$ cat src/rtl/sys_bus_hs_pkg.sv
// Shared definitions for the single-master system bus: FSM state encoding,
// default slave region heads, bus widths and the registered request bundle.
package sys_bus_hs_pkg;

  localparam int unsigned BUS_DW = 32;
  localparam int unsigned BUS_AW = 32;
  localparam int unsigned BUS_BEW = BUS_DW / 8;

  // Default region heads (addr[31:28]) of the core peripherals.
  localparam logic [3:0] HEAD_DMEM = 4'h1;
  localparam logic [3:0] HEAD_GPIO = 4'h2;
  localparam logic [3:0] HEAD_UART = 4'h3;

  typedef enum logic [1:0] {
    ST_IDLE   = 2'd0,
    ST_ACCESS = 2'd1,
    ST_RESP   = 2'd2
  } bus_state_e;

  // Master request as captured in IDLE and presented to every slave.
  typedef struct packed {
    logic [BUS_AW-1:0]  addr;
    logic [BUS_DW-1:0]  wdata;
    logic               wen;
    logic [BUS_BEW-1:0] be;
  } bus_req_t;

endpackage

$ cat src/rtl/sys_bus_decode.sv
// Combinational region decoder: maps addr[31:28] onto a one-hot slave select
// plus a hit flag. When several slaves share a head, the lowest index wins.
module sys_bus_decode
  import sys_bus_hs_pkg::*;
#(
  parameter int unsigned          NUM_SLV  = 3,
  parameter logic [NUM_SLV*4-1:0] SLV_HEAD = {HEAD_UART, HEAD_GPIO, HEAD_DMEM}
) (
  input  logic [3:0]         addr_head,
  output logic [NUM_SLV-1:0] sel,
  output logic               hit
);

  // Scan from the highest index down so the lowest matching index is the last write.
  always_comb begin
    // NOTE: every output of a combinational block gets a default first so no path leaves it unassigned (no latch).
    sel = '0;
    hit = 1'b0;
    for (int i = int'(NUM_SLV) - 1; i >= 0; i--) begin
      if (addr_head == SLV_HEAD[4*i +: 4]) begin
        sel    = '0;
        sel[i] = 1'b1;
        hit    = 1'b1;
      end
    end
  end

endmodule

$ cat src/rtl/sys_bus_hs.sv
// Single-master system bus with valid/ready handshake and slave wait states.
// One transaction in flight: IDLE captures the request, ACCESS holds the
// one-hot s_req until the selected slave answers, RESP pulses m_ready.
// Unmapped addresses answer with m_err. Optional slave timeout is enabled by
// defining the macro BUS_TIMEOUT_EN.
module sys_bus_hs
  import sys_bus_hs_pkg::*;
#(
  parameter int unsigned          NUM_SLV     = 3,
  parameter logic [NUM_SLV*4-1:0] SLV_HEAD    = {HEAD_UART, HEAD_GPIO, HEAD_DMEM},
  parameter int unsigned          TIMEOUT_CYC = 255
) (
  input  logic                    clk,
  input  logic                    rst,
  input  logic                    m_req,
  input  logic [BUS_AW-1:0]       m_addr,
  input  logic [BUS_DW-1:0]       m_wdata,
  input  logic                    m_wen,
  input  logic [BUS_BEW-1:0]      m_be,
  output logic [BUS_DW-1:0]       m_rdata,
  output logic                    m_ready,
  output logic                    m_err,
  output logic [BUS_AW-1:0]       err_addr,
  output logic [NUM_SLV-1:0]      s_req,
  output logic [BUS_AW-1:0]       s_addr,
  output logic [BUS_DW-1:0]       s_wdata,
  output logic                    s_wen,
  output logic [BUS_BEW-1:0]      s_be,
  input  logic [NUM_SLV*BUS_DW-1:0] s_rdata,
  input  logic [NUM_SLV-1:0]      s_ready
);

  if (NUM_SLV < 1 || NUM_SLV > 15) begin : g_bad_num_slv
    $error("sys_bus_hs: NUM_SLV must be 1..15");
  end
  if (TIMEOUT_CYC < 1 || TIMEOUT_CYC > 255) begin : g_bad_timeout
    $error("sys_bus_hs: TIMEOUT_CYC must fit the 8-bit timeout counter (1..255)");
  end

  bus_state_e          state_q, state_d;
  logic [NUM_SLV-1:0]  sel_q, sel_d;
  logic [NUM_SLV-1:0]  s_req_q, s_req_d;
  bus_req_t            req_q, req_d;
  logic                m_ready_q, m_ready_d;
  logic                m_err_q, m_err_d;
  logic [BUS_DW-1:0]   m_rdata_q, m_rdata_d;
  logic [BUS_AW-1:0]   err_addr_q, err_addr_d;
`ifdef BUS_TIMEOUT_EN
  logic [7:0]          cnt_q, cnt_d;
`endif

  logic [NUM_SLV-1:0]  dec_sel;
  logic                dec_hit;
  logic                sel_ready;
  logic [BUS_DW-1:0]   sel_rdata;

  sys_bus_decode #(
    .NUM_SLV  (NUM_SLV),
    .SLV_HEAD (SLV_HEAD)
  ) u_decode (
    .addr_head (m_addr[31:28]),
    .sel       (dec_sel),
    .hit       (dec_hit)
  );

  // Only the selected slave's ready and read data are ever looked at.
  always_comb begin
    sel_ready = |(s_ready & sel_q);
    sel_rdata = '0;
    for (int i = 0; i < int'(NUM_SLV); i++) begin
      if (sel_q[i]) sel_rdata |= s_rdata[BUS_DW*i +: BUS_DW];
    end
  end

  // Next-state and next-output logic; m_ready/m_err are one-cycle pulses into RESP.
  always_comb begin
    state_d    = state_q;
    sel_d      = sel_q;
    s_req_d    = s_req_q;
    req_d      = req_q;
    m_ready_d  = 1'b0;
    m_err_d    = 1'b0;
    m_rdata_d  = m_rdata_q;
    err_addr_d = err_addr_q;
`ifdef BUS_TIMEOUT_EN
    cnt_d      = cnt_q;
`endif
    unique case (state_q)
      ST_IDLE: begin
        if (m_req) begin
          req_d = '{addr: m_addr, wdata: m_wdata, wen: m_wen, be: m_be};
          if (dec_hit) begin
            sel_d   = dec_sel;
            s_req_d = dec_sel;
            state_d = ST_ACCESS;
`ifdef BUS_TIMEOUT_EN
            cnt_d   = '0;
`endif
          end else begin
            state_d    = ST_RESP;
            m_ready_d  = 1'b1;
            m_err_d    = 1'b1;
            m_rdata_d  = '0;
            err_addr_d = m_addr;
          end
        end
      end
      ST_ACCESS: begin
        // A ready arriving in the same cycle as the timeout still completes cleanly.
        if (sel_ready) begin
          s_req_d   = '0;
          state_d   = ST_RESP;
          m_ready_d = 1'b1;
          m_rdata_d = req_q.wen ? '0 : sel_rdata;
        end
`ifdef BUS_TIMEOUT_EN
        else if (cnt_q == 8'(TIMEOUT_CYC - 1)) begin
          s_req_d    = '0;
          state_d    = ST_RESP;
          m_ready_d  = 1'b1;
          m_err_d    = 1'b1;
          m_rdata_d  = '0;
          err_addr_d = req_q.addr;
        end else begin
          cnt_d = cnt_q + 8'd1;
        end
`endif
      end
      ST_RESP: begin
        state_d = ST_IDLE;
      end
      default: begin
        state_d = ST_IDLE;
        s_req_d = '0;
      end
    endcase
  end

  // Single register stage for FSM state and every registered output.
  always_ff @(posedge clk) begin
    // NOTE: sequential state uses non-blocking (<=) so all flops update together from pre-edge values.
    if (rst) begin
      state_q    <= ST_IDLE;
      sel_q      <= '0;
      s_req_q    <= '0;
      req_q      <= '0;
      m_ready_q  <= 1'b0;
      m_err_q    <= 1'b0;
      m_rdata_q  <= '0;
      err_addr_q <= '0;
`ifdef BUS_TIMEOUT_EN
      cnt_q      <= '0;
`endif
    end else begin
      state_q    <= state_d;
      sel_q      <= sel_d;
      s_req_q    <= s_req_d;
      req_q      <= req_d;
      m_ready_q  <= m_ready_d;
      m_err_q    <= m_err_d;
      m_rdata_q  <= m_rdata_d;
      err_addr_q <= err_addr_d;
`ifdef BUS_TIMEOUT_EN
      cnt_q      <= cnt_d;
`endif
    end
  end

  assign m_rdata  = m_rdata_q;
  assign m_ready  = m_ready_q;
  assign m_err    = m_err_q;
  assign err_addr = err_addr_q;
  assign s_req    = s_req_q;
  assign s_addr   = req_q.addr;
  assign s_wdata  = req_q.wdata;
  assign s_wen    = req_q.wen;
  assign s_be     = req_q.be;

endmodule
$ cat config.mk
export PLATFORM = sky130hd
export DESIGN_NAME = sys_bus_hs
export DESIGN_NICKNAME = d
export VERILOG_FILES = /design/src/rtl/sys_bus_hs_pkg.sv /design/src/rtl/sys_bus_decode.sv /design/src/rtl/sys_bus_hs.sv
export SDC_FILE = /design/constraint.sdc
export NUM_CORES = 1
export LEC_CHECK = 0
export ABC_AREA = 1
export ABC_CLOCK_PERIOD_IN_PS = 1310
export BUFFER_PORTS_ARGS = -buffer_cell sky130_fd_sc_hd__buf_4
export CAP_MARGIN = 20
export CORE_ASPECT_RATIO = 0.5
export CORE_MARGIN = 5
export CORE_UTILIZATION = 23
export CTS_CLUSTER_DIAMETER = 200
export DETAILED_ROUTE_END_ITERATION = 10
export PLACE_DENSITY_LB_ADDON = 0.25
export SETUP_SLACK_MARGIN = 0.15
export SLEW_MARGIN = 20
export SYNTH_ARGS = -nofsm -noshare
export SYNTH_HDL_FRONTEND = slang
export SYNTH_HIERARCHICAL = 1
export SYNTH_SLANG_ARGS = --single-unit
$ cat constraint.sdc
create_clock -name clk -period 1.31 [get_ports clk]
set_input_delay 0 -clock clk [delete_from_list [all_inputs] [get_ports clk]]
set_output_delay 0 -clock clk [all_outputs]
set_load 0.02 [all_outputs]
==> results.toml <==
[status]
outcome = "finished, violations left"
violations = "negative setup slack"

[placement]
placed_cell_area_um2 = 8530
numPortBuffers = 308
routabilityCongestion = 0.756
hpwl_mm = 16.0
post-place-ws_ns = -0.00290
dpl.cell_count = 1408

[sta]
final_max_slew_viol_count = 0
max_slew_margin_pct = 71.6
setup_viol = 31
fmax_mhz = 747
period_share_pct = 102
finalHoldViolations = 0
finalWorstSetupSlack_ns = -0.0286
rsz0062_at_grt = "true"
worst_pin_slew_ns = 0.426
post-route-min-period_ns = 1.34
fin_worst_skew_ns = 0.00734

[logic_synthesis]
yosys_warnings = 6
synth_area_um2 = 5760
yosysTopAreaCell = "dfxtp_1"
synthFlopType = "dfxtp_1"
netlist.area_leader.share_pct = 49.7
postSynthCellCount = 801
yosys_register_bits = 143
synth-seq-area-share_pct = 49.7
synth_common_cells = "nand2_1, nor2_1, dfxtp_1"
yosys-top-cells-area = "dfxtp_1, nand2_1, nand3_1, nor2_1, o21ai_0"
synthDistinctLibCells = 18
async_reset_ff_share_pct = 0
syn-num-nets = 972
synth_area_per_cell_um2 = 7.19
yosysMostFrequentCell = "nand2_1"
synth-edff-count = 0

[drt]
routed_wl_mm = 28.6
ant_nets = 0
post_drt_via_cell_ratio = 4.51
first_pass_iters = 6
drt-initial-drc-count = 414
num_vias = 7278
drc_errors = 0
post_drt_wl_per_cell_um = 17.7

[worst_setup_path]
crit_path_frequent_cell = "nand2_1"
r2r_slack_ns = -0.03
cp-start-kind = "register"
crit_required_ns = 1.68
slowest_delay_ns = 0.36
arrival_ns = 1.71
crit_slowest_cell = "dfxtp_4"
path_max_fanout = 8
cp_cell_sequence = "inv_4 -> nand2_4 -> nor2_8 -> buf_12 -> nand3_4 -> inv_8 -> clkbuf_16 -> nand2_1 -> nand2_1"
critPathKind = "reg -> reg"
end_kind = "register"

[global_route]
grt_pass1_vias = 7184
grt.overflow.total = 0
antenna_found_initial = 0
grt_pass1_wl_mm = 38.3
grt_max_degree = 70
grt_usage_pct = 16.9

[pwr]
pwr_density_cell_nw_per_um2 = 1120
p_sw_mw = 3.56
peakVddDrop_v = 0.000738
seq_power_share_pct = 37.4
p_leak_nw = 5.27
total_power_mw = 12.8
pwr-share-clk_pct = 39.1
p_comb_share_pct = 23.5
swShare_pct = 27.8
p_int_mw = 9.27

[clock_network]
h-tree-depth = 4
cts_buffer_depth = 2
cts-root-buf = "clkbuf_16"
cts_sinks = 143
worst_skew_pair.late_latency_ns = 0.43
cts_buffers = 17
cts_tree = "yes"
clk_pin_slew_worst_paths_ns = 0.06

[finish]
layoutNonFillerInstCount = 1614
drive_gt1_share_pct = 36.7
post-route-util_pct = 47.1
diodes = 0
fill_cells = 2338
nets = 1437
post-route-cell-area_um2 = 11500
area_growth_pct = 98.7

[floorplanning]
pin_count = 309
core_um2 = 24300
fp-row-count = 40
fp.dieArea_um2 = 28500
initial_core_util_pct = 23.7
die_h_um = 122
fp.dieW_um = 234

[worst_hold_path]
hp-class = "in -> reg"

[flow_run]
cap_violations = 0
power groups by stage:
| stage | sequential (mW) | combinational [mW] | clock (mW) |
|---|---|---|---|
| 5_1_grt | 4.82 | 3.22 | 5.35 |
| 2_1_floorplan | 5.19 | 0.693 | 0 |
| 6_report | 4.80 | 3.02 | 5.01 |
| 3_5_place_dp | 4.87 | 2.16 | 0 |
| 3_3_place_gp | 4.86 | 2.14 | 0 |
| 4_1_cts | 4.78 | 2.66 | 5.12 |
state kept, by name, summed over array words and instances (netlist names):
register,flops
s_wen,1
m_err,1
s_addr,32
m_rdata,32
state_q,2
sel_q,3
err_addr,32
m_ready,1
s_be,4
s_req,3
s_wdata,32
critical path, delay by kind of cell (launching register included):
kind	cells	cell delay, ns
buf+inv	4	0.49
simple gates	5	0.43
flops	1	0.36
path summary, 6_finish.rpt:
path	cells past startpoint	endpoint	from
setup / recovery	9	err_addr[22]$_SDFFE_PP0P_	state_q[1]$_SDFFE_PP0P_
hold / removal	5	m_rdata[28]$_SDFFE_PP0P_	s_rdata[28]
setup reg to reg	9	err_addr[22]$_SDFFE_PP0P_	state_q[1]$_SDFFE_PP0P_
hold reg to reg	2	err_addr[19]$_SDFFE_PP0P_	err_addr[19]$_SDFFE_PP0P_
repair_timing:
action / CTS / global route
hold endpoints to repair: 132 / 0
buffers inserted: 9 / 3
pin swaps: 10 / 22
setup endpoints to repair: 139 / 143
gates resized for setup: 29 / 90
gates cloned: 6 / 15
hold buffers: 142 / 0
final cells by class:
type                            instances  area (um2)  area share [%]
Clock inverter                         10         136            1.19
Timing Repair Buffer                  506        4680            40.9
Multi-Input combinational cell        580        2800            24.4
Inverter                               18        80.1           0.699
Sequential cell                       143        2870            25.1
Tap cell                              336         420            3.67
Clock buffer                           21         470            4.11
layer usage:
metal	GRT usage, %	part of all wire (%)	vias to the layer above
met5	0	0	-
met4	8.72	4.3	0
met3	4.54	4.3	91
met2	31.6	51	208
met1	17.6	41	3436
li1	-	-	3543
metrics by stage:
stage / TNS [ns] / hold WS, ns
after floorplan: 0 / 0.103
after global placement: 0 / 0.199
after detailed placement: -0.00505 / 0.202
after CTS: 0 / 0.000113
after global routing: -4.49 / 0.0249
final: -0.385 / 0.0188
kinds of logic after synthesis:
| family | after synthesis | share of synthesized area (%) |
|---|---|---|
| buffers and inverters | 78 | 6.34 |
| AND/OR/NAND/NOR | 471 | 34.5 |
| AO/OA/AOI/OAI | 109 | 9.47 |
| flip-flops | 143 | 49.7 |
cells in the final DEF (no fill, tap or decap), types with 3 or more instances in the layout:
cell / count
a21oi_1: 29
a21oi_2: 7
buf_12: 12
buf_16: 6
buf_4: 324
buf_6: 8
bufinv_16: 3
clkbuf_16: 29
clkbuf_8: 3
clkinv_2: 3
clkinvlp_4: 3
dfxtp_1: 140
dlygate4sd3_1: 142
inv_1: 12
inv_2: 3
nand2_1: 156
nand2_2: 20
nand2_4: 4
nand3_1: 114
nand3_2: 15
nand4_1: 3
nor2_1: 152
o21ai_0: 45
o21ai_1: 15
o21ai_2: 13
Power figures use the tool's default switching activity.
